`config.mk`:
```
export PLATFORM = sky130hd
export DESIGN_NAME = vga_bg_scanner
export DESIGN_NICKNAME = d
export VERILOG_FILES = /design/src/rtl/vga_pkg.sv /design/src/rtl/pipe_delay.sv /design/src/rtl/vga_bg_scanner.sv
export SDC_FILE = /design/constraint.sdc
export NUM_CORES = 1
export LEC_CHECK = 0
export ABC_AREA = 1
export BUFFER_PORTS_ARGS = -buffer_cell sky130_fd_sc_hd__clkbuf_2
export CAP_MARGIN = 20
export CORE_ASPECT_RATIO = 0.5
export CORE_UTILIZATION = 40
export DETAILED_ROUTE_END_ITERATION = 12
export PLACE_DENSITY = 0.73
export SYNTH_ARGS = -nofsm -noshare
export SYNTH_HDL_FRONTEND = slang
export SYNTH_SLANG_ARGS = --single-unit
```
`constraint.sdc`:
```
create_clock -name clk -period 1.43 [get_ports clk]
set_input_delay 0.0715 -clock clk [delete_from_list [all_inputs] [get_ports clk]]
set_output_delay 0.0715 -clock clk [all_outputs]
set_load 0.01 [all_outputs]
```
`src/rtl/vga_pkg.sv`:
```
// Shared VGA timing defaults, derived raster totals, the RGB444 pixel type and
// the background ROM read latency used to size the sync/blank alignment pipe.
package vga_pkg;

    localparam int H_ACTIVE = 640;
    localparam int H_FRONT  = 16;
    localparam int H_SYNC   = 96;
    localparam int H_BACK   = 48;
    localparam int V_ACTIVE = 480;
    localparam int V_FRONT  = 10;
    localparam int V_SYNC   = 2;
    localparam int V_BACK   = 33;

    localparam int H_TOTAL = H_ACTIVE + H_FRONT + H_SYNC + H_BACK;
    localparam int V_TOTAL = V_ACTIVE + V_FRONT + V_SYNC + V_BACK;

    localparam int ROM_LATENCY = 2;

    typedef struct packed {
        logic [3:0] r;
        logic [3:0] g;
        logic [3:0] b;
    } rgb444_t;

endpackage

```
`src/rtl/pipe_delay.sv`:
```
// Fixed-depth shift register with a per-bit reset value; every stage is exposed
// on taps so callers can use intermediate delays as well as the final output.
module pipe_delay #(
    parameter int               WIDTH     = 1,
    parameter int               DEPTH     = 2,
    parameter logic [WIDTH-1:0] RESET_VAL = '0
) (
    input  logic                        clk,
    input  logic                        srst,
    input  logic [WIDTH-1:0]            din,
    output logic [DEPTH-1:0][WIDTH-1:0] taps,
    output logic [WIDTH-1:0]            dout
);

    genvar gi;
    generate
        for (gi = 0; gi < DEPTH; gi++) begin : g_stage
            logic [WIDTH-1:0] q_reg;
            if (gi == 0) begin : g_head
                always_ff @(posedge clk) begin
                    if (srst) q_reg <= RESET_VAL;
                    else      q_reg <= din;
                end
            end else begin : g_tail
                always_ff @(posedge clk) begin
                    if (srst) q_reg <= RESET_VAL;
                    else      q_reg <= g_stage[gi-1].q_reg;
                end
            end
            assign taps[gi] = q_reg;
        end
    endgenerate

    assign dout = taps[DEPTH-1];

endmodule

```
`src/rtl/vga_bg_scanner.sv`:
```
// VGA raster generator that scans a 4x-scaled, horizontally scrolling 128-wide
// background ROM and drives blank-masked RGB444 plus active-low syncs.
module vga_bg_scanner
    import vga_pkg::*;
#(
    parameter int H_ACTIVE = vga_pkg::H_ACTIVE,
    parameter int H_FRONT  = vga_pkg::H_FRONT,
    parameter int H_SYNC   = vga_pkg::H_SYNC,
    parameter int H_BACK   = vga_pkg::H_BACK,
    parameter int V_ACTIVE = vga_pkg::V_ACTIVE,
    parameter int V_FRONT  = vga_pkg::V_FRONT,
    parameter int V_SYNC   = vga_pkg::V_SYNC,
    parameter int V_BACK   = vga_pkg::V_BACK
) (
    input  logic        clk,
    input  logic        reset,
    input  logic [6:0]  scroll_x,
    output logic [6:0]  rom_x,
    output logic [6:0]  rom_y,
    output logic        rom_en,
    input  logic [11:0] rom_color,
    output logic [3:0]  vga_r,
    output logic [3:0]  vga_g,
    output logic [3:0]  vga_b,
    output logic        hsync,
    output logic        vsync,
    output logic        frame_tick
);

    localparam int H_TOT = H_ACTIVE + H_FRONT + H_SYNC + H_BACK;
    localparam int V_TOT = V_ACTIVE + V_FRONT + V_SYNC + V_BACK;

    localparam logic [9:0] H_LAST     = 10'(H_TOT - 1);
    localparam logic [9:0] H_ACT_END  = 10'(H_ACTIVE);
    localparam logic [9:0] HS_START   = 10'(H_ACTIVE + H_FRONT);
    localparam logic [9:0] HS_END     = 10'(H_ACTIVE + H_FRONT + H_SYNC);
    localparam logic [9:0] V_LAST     = 10'(V_TOT - 1);
    localparam logic [9:0] V_ACT_END  = 10'(V_ACTIVE);
    localparam logic [9:0] VS_START   = 10'(V_ACTIVE + V_FRONT);
    localparam logic [9:0] VS_END     = 10'(V_ACTIVE + V_FRONT + V_SYNC);

    logic [9:0] hcount_reg, hcount_next;
    logic [9:0] vcount_reg, vcount_next;
    logic [6:0] scroll_q_reg;
    logic       frame_tick_reg;

    logic       active, hsync_raw, vsync_raw, tick_event;
    logic [7:0] rom_x_sum;

    logic [ROM_LATENCY-1:0][2:0] align_taps;
    logic [2:0]                  align_out;
    logic                        active_d1, active_d2, hsync_d2, vsync_d2;

    rgb444_t rgb_reg;
    logic    hsync_reg, vsync_reg;

    always_comb begin
        hcount_next = hcount_reg + 10'd1;
        vcount_next = vcount_reg;
        if (hcount_reg == H_LAST) begin
            hcount_next = '0;
            vcount_next = (vcount_reg == V_LAST) ? '0 : vcount_reg + 10'd1;
        end
    end

    always_ff @(posedge clk) begin
        if (reset) begin
            hcount_reg <= '0;
            vcount_reg <= '0;
        end else begin
            hcount_reg <= hcount_next;
            vcount_reg <= vcount_next;
        end
    end

    assign active     = (hcount_reg < H_ACT_END) && (vcount_reg < V_ACT_END);
    assign hsync_raw  = !((hcount_reg >= HS_START) && (hcount_reg < HS_END));
    assign vsync_raw  = !((vcount_reg >= VS_START) && (vcount_reg < VS_END));
    assign tick_event = (hcount_reg == 10'd0) && (vcount_reg == V_ACT_END);

    // Scroll is only picked up at the start of vertical blanking so a frame
    // is always drawn with one offset.
    always_ff @(posedge clk) begin
        if (reset) begin
            scroll_q_reg   <= '0;
            frame_tick_reg <= 1'b0;
        end else begin
            frame_tick_reg <= tick_event;
            if (tick_event) scroll_q_reg <= scroll_x;
        end
    end

    assign rom_x_sum = hcount_reg[9:2] + {1'b0, scroll_q_reg};
    assign rom_x     = rom_x_sum[6:0];
    assign rom_y     = vcount_reg[8:2];

    pipe_delay #(
        .WIDTH     (3),
        .DEPTH     (ROM_LATENCY),
        .RESET_VAL (3'b011)
    ) u_align (
        .clk  (clk),
        .srst (reset),
        .din  ({active, hsync_raw, vsync_raw}),
        .taps (align_taps),
        .dout (align_out)
    );

    assign active_d1 = align_taps[0][2];
    assign active_d2 = align_out[2];
    assign hsync_d2  = align_out[1];
    assign vsync_d2  = align_out[0];

    // The ROM holds its output while disabled, so the enable stays up one
    // cycle past the last active pixel to push it through the second stage.
    // It is also held low during reset while the counters sit at (0,0).
    assign rom_en = !reset && (active || active_d1);

    always_ff @(posedge clk) begin
        if (reset) begin
            rgb_reg   <= '0;
            hsync_reg <= 1'b1;
            vsync_reg <= 1'b1;
        end else begin
            rgb_reg   <= active_d2 ? rgb444_t'(rom_color) : '0;
            hsync_reg <= hsync_d2;
            vsync_reg <= vsync_d2;
        end
    end

    assign vga_r      = rgb_reg.r;
    assign vga_g      = rgb_reg.g;
    assign vga_b      = rgb_reg.b;
    assign hsync      = hsync_reg;
    assign vsync      = vsync_reg;
    assign frame_tick = frame_tick_reg;

endmodule
```
==> metrics.md <==
| Metric | Value |
|---|---|
| Outcome | `finished, violations left` |
| Failing checks | `negative hold slack, negative setup slack` |
| WL/cell | `14.3 µm` |
| Initial antenna violation count | `0` |
| Critical path required time | `1.36 ns` |
| Die Area | `6160 µm²` |
| Total number of vias | `2373` |
| Net count, final | `436` |
| Fin. Hold Viols | `1` |
| Pre-CTS setup slack | `-0.0598 ns` |
| Pin count of the biggest net entering global routing | `17` |
| Max rail drop VDD | `0.000575 V` |
| Critical path arrival | `1.68 ns` |
| Mapped Area | `2330 µm²` |
| Cells after synthesis | `312` |
| Max Freq | `0.571 GHz` |
| Comb power frac | `0.067` |
| Most common cell after layout, fill and taps aside | `nor2_1` |
| Drt via density | `4.96` |
| CP Max Fanout | `3` |
| Async SR Flop Fraction | `0` |
| Slew Limit Fails | `0` |
| Tcrit/Tclk final | `1.22` |
| Slew headroom | `0.740` |
| Largest cells by area after synthesis | `dfxtp_1 41%, nor2_1 9.0%, nand2_1 8.4%, inv_1 8.0%, ha_1 5.4%` |
| Reg power frac | `0.435` |
| Final core occ | `0.644` |
| Sequential fraction of the synthesis area | `0.412` |
| GRT busiest layer | `met2` |
| Multi-input logic area | `1400 µm²` |
| Final Non-Filler Cells | `478` |
| GPL Wtd Cong | `0.851` |
| Met1 usage | `0.270` |
| WHS | `-0.00231 ns` |
| GR Util met2 | `0.378` |
| CTS buffer count | `5` |
| Sw Pwr | `0.659 mW` |
| Leak Pwr | `1.65 nW` |
| Distinct cells, synth | `34` |
| Core Box Area | `5540 µm²` |
| Global Route met3 Usage | `0.0480` |
| Top-Level Pins | `51` |
| First-pass DRT Iterations | `7` |
| DRT antenna net count | `0` |
| DRC Markers | `0` |
| Worst setup margin | `-0.320 ns` |
| Startpoint Class | `flop` |
| IO Port Bufs | `50` |
| Number of placement rows | `19` |
| Chip Width | `110 µm` |
| Pwr dens | `874 nW/µm²` |
| Syn nets | `344` |
| Internal power | `2.46 mW` |
| Fillers | `424` |
| Clock Path Buffers | `2` |
| Layout area overhead | `53.0%` |
| First-pass GRT wire length | `10300 µm` |
| Initial Util | `0.421` |
| Cell taking the most area after synthesis | `dfxtp_1` |
| Worst Setup Path Type | `flop to output port` |
| Switching Fraction | `0.211` |
| Wire length after detailed routing | `6840 µm` |
| Clock Pin Slew Worst Setup and Hold Paths | `0.07 ns` |
| N_diodes | `0` |
| Syn. warnings | `0` |
| Register area | `992 µm²` |
| CTS tree | `built` |
| Crit path time final | `1.75 ns` |
| Design area | `3570 µm²` |
| Vias in the first global route | `2245` |
| Most frequent cells in the layout | `50 x nor2_1, 43 x clkbuf_2, 42 x nand2_1` |
| Worst-skew pair later-pin latency | `0.30 ns` |
| All-Layer GR Usage | `0.222` |
| Clk sinks | `48` |
| # setup viols final | `7` |
| Skew final | `0.0112 ns` |
| Dpl hpwl | `3690 µm` |
| Clk pwr share | `0.498` |
| Average cell area after synthesis | `7.48 µm²` |
| H-Tree Depth | `2` |
| Post-synth EDFFs | `0` |
| Worst slew pin tran | `0.389 ns` |
| Yosys top cell area share | `0.412` |
| Worst setup EP type | `output port` |
| Placed Area | `2790 µm²` |
| Synthesized flop and latch total | `48` |
| Die Y | `56.0 µm` |
| Hold Crit Class | `input port to flop` |
| Layout cells sized above 1 | `0.440` |
| Cells after DPL | `444` |
| Starting DRT DRC Count | `118` |
| Clock root cell | `clkbuf_16` |
| Grt ovf | `0` |
| Ys flop type | `dfxtp_1` |
| Max-cap violations | `0` |
| Unrepaired setup endpoints after global routing | `true` |
-- logic make-up (layout without fill, tap and decap cells) --
| group | after synthesis | in the layout | synth area share |
|---|---|---|---|
| compound gates | 22 | 22 | 0.0542 |
| xor+xnor | 9 | 9 | 0.0338 |
| fa+ha+maj | 11 | 11 | 0.0622 |
| flops | 48 | 48 | 0.412 |
| buf+inv | 64 | 156 | 0.121 |
| simple gates | 158 | 159 | 0.317 |
-- repair_timing --
item,4_1_cts,5_1_grt
resized for setup,32,70
hold buffers,12,0
hold endpoints to repair,12,0
setup buffers,6,7
cloned,1,0
endpoints found under the setup margin,15,32
pin swaps,20,26
-- through the flow --
stage                     setup TNS (ns)  power [mW]
after floorplan                        0        1.46
after global placement           -0.0458        1.53
after detailed placement          -0.131        1.53
after CTS                          -1.25        3.08
after global routing               -1.92        3.21
final                              -1.39        3.12
-- critical path, cell delays in order, from the launching register on --
cell	delay, ns
dfxtp_4	0.36
ha_4	0.13
inv_2	0.03
fa_2	0.37
nor3_2	0.14
nor2_1	0.08
xor2_1	0.14
buf_2	0.14
-- cells in the mapped netlist (all sizes together), types with 2 or more instances --
cell	n
nor2	62
nand2	56
inv	51
dfxtp	48
nand3	15
a21oi	11
buf	11
ha	10
nand4	9
nor3	6
xor2	6
or2	5
o21ai	4
nor3b	3
xnor2	3
clkbuf	2
o21bai	2
-- power by group through the flow --
| stage | registers (mW) | logic, mW | clock network [mW] |
|---|---|---|---|
| 2_1_floorplan | 1.40 | 0.0589 | 0 |
| 3_3_place_gp | 1.39 | 0.133 | 0 |
| 3_5_place_dp | 1.39 | 0.135 | 0 |
| 4_1_cts | 1.36 | 0.174 | 1.55 |
| 5_1_grt | 1.36 | 0.227 | 1.62 |
| 6_report | 1.36 | 0.209 | 1.55 |
-- per-layer routing --
layer / wire [µm] / part of all wire
met1: 2710 / 0.40
met2: 3470 / 0.51
met3: 473 / 0.069
met4: 189 / 0.028
met5: 0 / 0
-- path summary, 6_finish.rpt --
kind                                      start         endpoint  slack (ns)  depth (start not counted)
worst max-delay path              hcount_reg[2]         rom_x[6]       -0.32                          7
worst min-delay path                scroll_x[1]  scroll_q_reg[1]      -0.002                          3
worst max register to register    hcount_reg[0]    vcount_reg[7]        0.02                          9
worst min register to register  u_align.dout[1]            hsync        0.41                          1
-- layout make-up --
class                           instances  area share
Inverter                               51      0.0578
Timing Repair Buffer                   97       0.191
Clock buffer                            5      0.0351
Sequential cell                        48       0.278
Tap cell                               73      0.0256
Multi-Input combinational cell        201       0.393
Clock inverter                          3      0.0193
Power figures use the tool's default switching activity.
